$ cat config.mk
export PLATFORM = sky130hd
export DESIGN_NAME = pipe_cskip_adder
export DESIGN_NICKNAME = d
export VERILOG_FILES = /design/src/rtl/pipe_cskip_adder.sv
export SDC_FILE = /design/constraint.sdc
export NUM_CORES = 1
export LEC_CHECK = 0
export ABC_CLOCK_PERIOD_IN_PS = 5100
export CAP_MARGIN = 20
export CORE_MARGIN = 5
export CORE_UTILIZATION = 35
export DETAILED_ROUTE_END_ITERATION = 12
export MAX_ROUTING_LAYER = met4
export SETUP_SLACK_MARGIN = 0.5
export SYNTH_ARGS = -nofsm -noshare
export SYNTH_HDL_FRONTEND = slang
export SYNTH_SLANG_ARGS = --single-unit
$ cat constraint.sdc
create_clock -name clk -period 5.1 [get_ports clk]
set_input_delay 1.02 -clock clk [delete_from_list [all_inputs] [get_ports clk]]
set_output_delay 1.02 -clock clk [all_outputs]
set_load 0.01 [all_outputs]
$ cat src/rtl/pipe_cskip_adder.sv
// ---------------------------------------------------------------------------
// pipe_cskip_adder
//   Pipelined carry-skip adder with valid/ready handshakes on both sides.
//   The WIDTH-bit add is split into NBLK = WIDTH/BLK blocks. Pipeline
//   register k holds the partial sum for blocks 0..k, the carry out of
//   block k and the operands. The sum bits of block k are formed while
//   the data is loaded into register k. The last register drives the
//   outputs directly.
//
//   Optional feature macro: PIPE_CSKIP_OVF_EN
//     Adds port ovf, the two's-complement signed overflow flag.
//
// Ports
//   clk        in   clock, rising edge
//   rst        in   synchronous active-high reset
//   in_valid   in   a/b/cin hold a valid operand set
//   in_ready   out  operand set is accepted this cycle (combinational)
//   a, b       in   WIDTH-bit unsigned addends
//   cin        in   carry in
//   out_valid  out  sum/cout(/ovf) hold a valid result
//   out_ready  in   downstream takes the result this cycle
//   sum        out  (a+b+cin) mod 2^WIDTH
//   cout       out  carry out of the MSB
//   ovf        out  signed overflow (only with PIPE_CSKIP_OVF_EN)
// ---------------------------------------------------------------------------
module pipe_cskip_adder #(
  parameter int WIDTH = 16,
  parameter int BLK   = 4
) (
  input  logic             clk,
  input  logic             rst,
  input  logic             in_valid,
  output logic             in_ready,
  input  logic [WIDTH-1:0] a,
  input  logic [WIDTH-1:0] b,
  input  logic             cin,
  output logic             out_valid,
  input  logic             out_ready,
  output logic [WIDTH-1:0] sum,
  output logic             cout
`ifdef PIPE_CSKIP_OVF_EN
  ,
  output logic             ovf
`endif
);

  localparam int NBLK = WIDTH / BLK;

  generate
    if ((BLK < 1) || ((WIDTH % BLK) != 0)) begin : g_bad_cfg
      $error("pipe_cskip_adder: WIDTH must be a positive multiple of BLK");
    end
  endgenerate

  // One carry-skip block: ripple sum, and the block carry bypasses the
  // ripple chain when every bit propagates. Returns {carry_out, sum}.
  function automatic logic [BLK:0] cskip_blk(input logic [BLK-1:0] x,
                                             input logic [BLK-1:0] y,
                                             input logic           c);
    logic [BLK-1:0] s;
    logic           rc;
    logic           bp;
    rc = c;
    for (int i = 0; i < BLK; i++) begin
      s[i] = x[i] ^ y[i] ^ rc;
      rc   = (x[i] & y[i]) | (rc & (x[i] ^ y[i]));
    end
    bp = &(x ^ y);
    return {(bp ? c : rc), s};
  endfunction

  logic [NBLK-1:0]            v_q, v_d;
  logic [NBLK-1:0]            c_q, c_d;
  logic [NBLK-1:0][WIDTH-1:0] a_q, b_q, s_q, s_d;
  logic [NBLK-1:0][WIDTH-1:0] src_a_s, src_b_s, src_s_s;
  logic [NBLK-1:0]            src_c_s;
  logic [NBLK-1:0][BLK:0]     blk_s;
  logic [NBLK-1:0]            adv_s;
  logic [NBLK-1:0]            ld_s;
  logic                       accept_s;

  // Stage inputs: stage 0 takes the ports, stage k takes register k-1.
  generate
    if (NBLK == 1) begin : g_one
      assign src_a_s[0] = a;
      assign src_b_s[0] = b;
      assign src_c_s[0] = cin;
      assign src_s_s[0] = {WIDTH{1'b0}};
      assign ld_s[0]    = accept_s;
    end else begin : g_multi
      assign src_a_s = {a_q[NBLK-2:0], a};
      assign src_b_s = {b_q[NBLK-2:0], b};
      assign src_c_s = {c_q[NBLK-2:0], cin};
      assign src_s_s = {s_q[NBLK-2:0], {WIDTH{1'b0}}};
      assign ld_s    = {adv_s[NBLK-2:0], accept_s};
    end
  endgenerate

  // Advance flags. A stage moves when the output is being taken or any
  // stage further down is empty; this is the unrolled form of
  // "next stage empty or advancing".
  always_comb begin
    logic full_dn;
    full_dn = 1'b1;
    for (int k = NBLK - 1; k >= 0; k--) begin
      adv_s[k] = v_q[k] & (out_ready | ~full_dn);
      full_dn  = full_dn & v_q[k];
    end
  end

  assign in_ready = ~rst & (~v_q[0] | adv_s[0]);
  assign accept_s = in_valid & in_ready;

  // Per-stage block add and next-state valid flags.
  always_comb begin
    for (int k = 0; k < NBLK; k++) begin
      blk_s[k] = cskip_blk(src_a_s[k][k*BLK +: BLK],
                           src_b_s[k][k*BLK +: BLK], src_c_s[k]);
      s_d[k]   = src_s_s[k];
      s_d[k][k*BLK +: BLK] = blk_s[k][BLK-1:0];
      c_d[k]   = blk_s[k][BLK];
      v_d[k]   = ld_s[k] | (v_q[k] & ~adv_s[k]);
    end
  end

  // Pipeline registers; data only changes when a stage is loaded so a
  // stalled output holds its value.
  always_ff @(posedge clk) begin
    if (rst) begin
      v_q <= '0;
      c_q <= '0;
      a_q <= '0;
      b_q <= '0;
      s_q <= '0;
    end else begin
      v_q <= v_d;
      for (int k = 0; k < NBLK; k++) begin
        if (ld_s[k]) begin
          a_q[k] <= src_a_s[k];
          b_q[k] <= src_b_s[k];
          s_q[k] <= s_d[k];
          c_q[k] <= c_d[k];
        end
      end
    end
  end

  // Operands are not needed once the last block has been added.
  logic unused_s;
  assign unused_s = ^{a_q[NBLK-1], b_q[NBLK-1]};

  assign out_valid = v_q[NBLK-1];
  assign sum       = s_q[NBLK-1];
  assign cout      = c_q[NBLK-1];

`ifdef PIPE_CSKIP_OVF_EN
  logic ovf_q, ovf_d;
  assign ovf_d = (src_a_s[NBLK-1][WIDTH-1] == src_b_s[NBLK-1][WIDTH-1]) &
                 (s_d[NBLK-1][WIDTH-1] != src_a_s[NBLK-1][WIDTH-1]);

  // Overflow flag registered alongside the final sum.
  always_ff @(posedge clk) begin
    if (rst) begin
      ovf_q <= 1'b0;
    end else if (ld_s[NBLK-1]) begin
      ovf_q <= ovf_d;
    end else begin
      ovf_q <= ovf_q;
    end
  end

  assign ovf = ovf_q;
`endif

endmodule

==> reports/qor.yml <==
outcome:
  outcome: "complete, no violations"
clock_network:
  cts_sinks: 96
  cts_hold_buf: 0
  cts_setup_buffers: 0
  insertion_delay_ps: 340
  cts_buffers: 9
  cts_buffer_depth: 2
  cts_tree: "built"
  htreeDepth: 3
  clockRootBuffer: "clkbuf_16"
  path_clk_slew_ps: 70
  cts_resized: 0
place:
  dp_hpwl_mm: 6.40
  port_buffers: 55
  place_ws_ps: 1270
  gp_congestion: 0.822
  place_area_mm2: 0.00514
route:
  drt-total-wl_mm: 9.13
  dr.first_iter.drc_count: 243
  via_per_inst: 4.85
  wl_per_cell_um: 13.0
  num_vias: 3401
  antenna_left: 0
  drc: 0
  first_pass_iters: 4
setup_path:
  required_ps: 4080
  worstPathBufferInverterCount: 3
  crit_type: "in -> out"
  crit_slowest_cell: "clkdlybuf4s50_1"
  cpPeakStageDelay_ps: 570
  end_kind: "output pin"
  crit_path_max_fanout: 27
  cp_common_cell: "clkdlybuf4s50_1"
  crit_path_cell_trace: "clkdlybuf4s50_1 -> and4b_1 -> buf_4 -> a21oi_1 -> clkdlybuf4s50_1"
  crit_family: "buffers and inverters"
  startpoint_type: "input port"
  ff2ff_setup_slack_ps: 2820
  worstPathArrival_ps: 2810
sta:
  period_needed_ps: 3830
  finalSetupViolCount: 0
  worst_slack_ps: 1270
  setup-tns-final_ps: 0
  finalHoldViolCount: 0
  fmax_mhz: 261
  clock_skew_ps: 9.00
  maxSlewViolCount: 0
  rsz0062_at_grt: "no"
  period_share_pct: 75.1
  slew_headroom_pct: 43.4
  tightest_slew_ps: 847
die:
  die_w_um: 124
  io-pin-count: 56
  die_y_um: 124
  die_area_mm2: 0.0154
  core_mm2: 0.0127
  row_count: 41
  initial_utilization_pct: 36.0
synth:
  syn_nets: 565
  synth.most_common_cell: "dfxtp_1"
  yosysWarnings: 0
  ys_types: 29
  ys_seq_elements: 96
  synthCells: 496
  yosys-top-cells-count: "96 x dfxtp_1, 67 x a21oi_1, 56 x nand2b_1, 54 x nand3_1, 53 x o21ai_0"
  synth_edf_count: 0
  synth_area_mm2: 0.00456
  synth-async-reset-ratio_pct: 0
  synth_top_area_share_pct: 42.2
  seq_area_frac_synth_pct: 42.2
  syn_avg_cell_area_um2: 9.19
  ys.flop_type: "dfxtp_1"
  yosysTopAreaCell: "dfxtp_1"
  synth.area.top_cells: "dfxtp_1 42%, nand2b_1 7.7%, a21oi_1 7.4%"
power:
  power_density_mw_per_mm2: 306
  peakVddDrop_v: 0.000203
  p_leak_nw: 2.04
  fin_total_pwr_mw: 1.68
flow_run:
  drv_cap: 0
global_route:
  grt_pass1_vias: 3390
  grt-ovfl-total: 0
  antenna_found_initial: 0
  grtUsageTotal_pct: 13.2
  grt_max_degree: 69
  grt_pass1_wl_mm: 16.1
final_layout:
  multi_input_area_mm2: 0.00230
  fin_util_pct: 43.4
  register_area_mm2: 0.00192
  area_delta_synth_final_pct: 20.7
  design_area_mm2: 0.00550
  layout-drive-gt1-share_pct: 4.91
  antenna-diode-count: 0
  nNetsFinal: 594
  fill_cells: 1258
hold_path:
  hp-class: "reg -> reg"
==> area by class of cell <==
type                            instances  share of cell area [%]
Tap cell                              172                    3.91
Clock inverter                          5                    1.93
Timing Repair Buffer                   61                    11.1
Sequential cell                        96                    34.9
Multi-Input combinational cell        325                    41.8
Clock buffer                           10                    4.16
Inverter                               32                    2.18
==> power breakdown <==
group	switching, mW	internal, mW	leakage, nW
Clock	0.275	0.477	0.159
Sequential	0.0211	0.776	0.782
Combinational	0.0638	0.0714	1.10
Total	0.360	1.32	2.04
==> kinds of logic after synthesis <==
family	share of synthesized area [%]
flip-flops	42.2
multiplexers	7.14
AND/OR/NAND/NOR	15.9
adder cells (fa/ha/maj)	11.4
buffers and inverters	7.55
AO/OA/AOI/OAI	15.8
==> flip-flops by register name, indices dropped and copies added (netlist names) <==
register and count:
sum 16, s_d 24, c_q 4, a_q 24, b_q 24, v_q 4
==> cell usage in the layout (no fill, tap or decap) <==
| cell | n |
|---|---|
| buf_4 | 5 |
| clkdlybuf4s50_1 | 54 |
| nand2b_1 | 56 |
| nor2b_1 | 3 |
| nor3_1 | 2 |
| and4b_1 | 1 |
| clkbuf_16 | 9 |
| clkinvlp_4 | 1 |
| clkbuf_1 | 1 |
| nand4b_1 | 1 |
| o21ai_0 | 53 |
| a21oi_1 | 67 |
| a211o_1 | 3 |
| buf_16 | 1 |
| and3b_1 | 1 |
| a21boi_4 | 1 |
| bufinv_16 | 3 |
| nand3_1 | 54 |
| dfxtp_1 | 96 |
| nor2_1 | 4 |
| fa_1 | 16 |
| a21o_1 | 1 |
| o41ai_1 | 2 |
| buf_2 | 1 |
| a311oi_1 | 6 |
| inv_1 | 32 |
| nand3b_1 | 1 |
| mux2_2 | 4 |
| nand4_1 | 4 |
| mux2i_1 | 28 |
| o21ai_1 | 1 |
| ha_1 | 16 |
| clkinv_4 | 1 |
==> path summary, 6_finish.rpt <==
kind                        startpoint              endpoint  cells after the start
setup / recovery             out_ready              in_ready                      5
setup reg to reg   a_q[4]$_SDFFE_PP0P_   c_q[1]$_SDFFE_PP0P_                      9
hold / removal    b_q[30]$_SDFFE_PP0P_  b_q[46]$_SDFFE_PP0P_                      2
hold reg to reg   b_q[30]$_SDFFE_PP0P_  b_q[46]$_SDFFE_PP0P_                      2
==> worst min-delay path, cell delays in order (launching register included) <==
cell	delay (ps)
dfxtp_1	310
nand3_1	60
a21oi_1	50
==> through the flow <==
step | hold slack (ps) | cells
2_1_floorplan | 439 | 496
3_3_place_gp | 455 | 685
3_5_place_dp | 464 | 685
4_1_cts | 469 | 700
5_1_grt | 479 | 701
6_report | 469 | 701
==> per-layer routing <==
layer / up-vias / share of wire (%) / GRT usage (%)
met3: 9 / 4.7 / 3.32
met1: 1571 / 52 / 19.0
met5: - / 0 / -
met4: 0 / 1.1 / 3.29
met2: 80 / 42 / 18.6
li1: 1741 / - / -
Note: power is estimated with default switching activity, not from simulation.
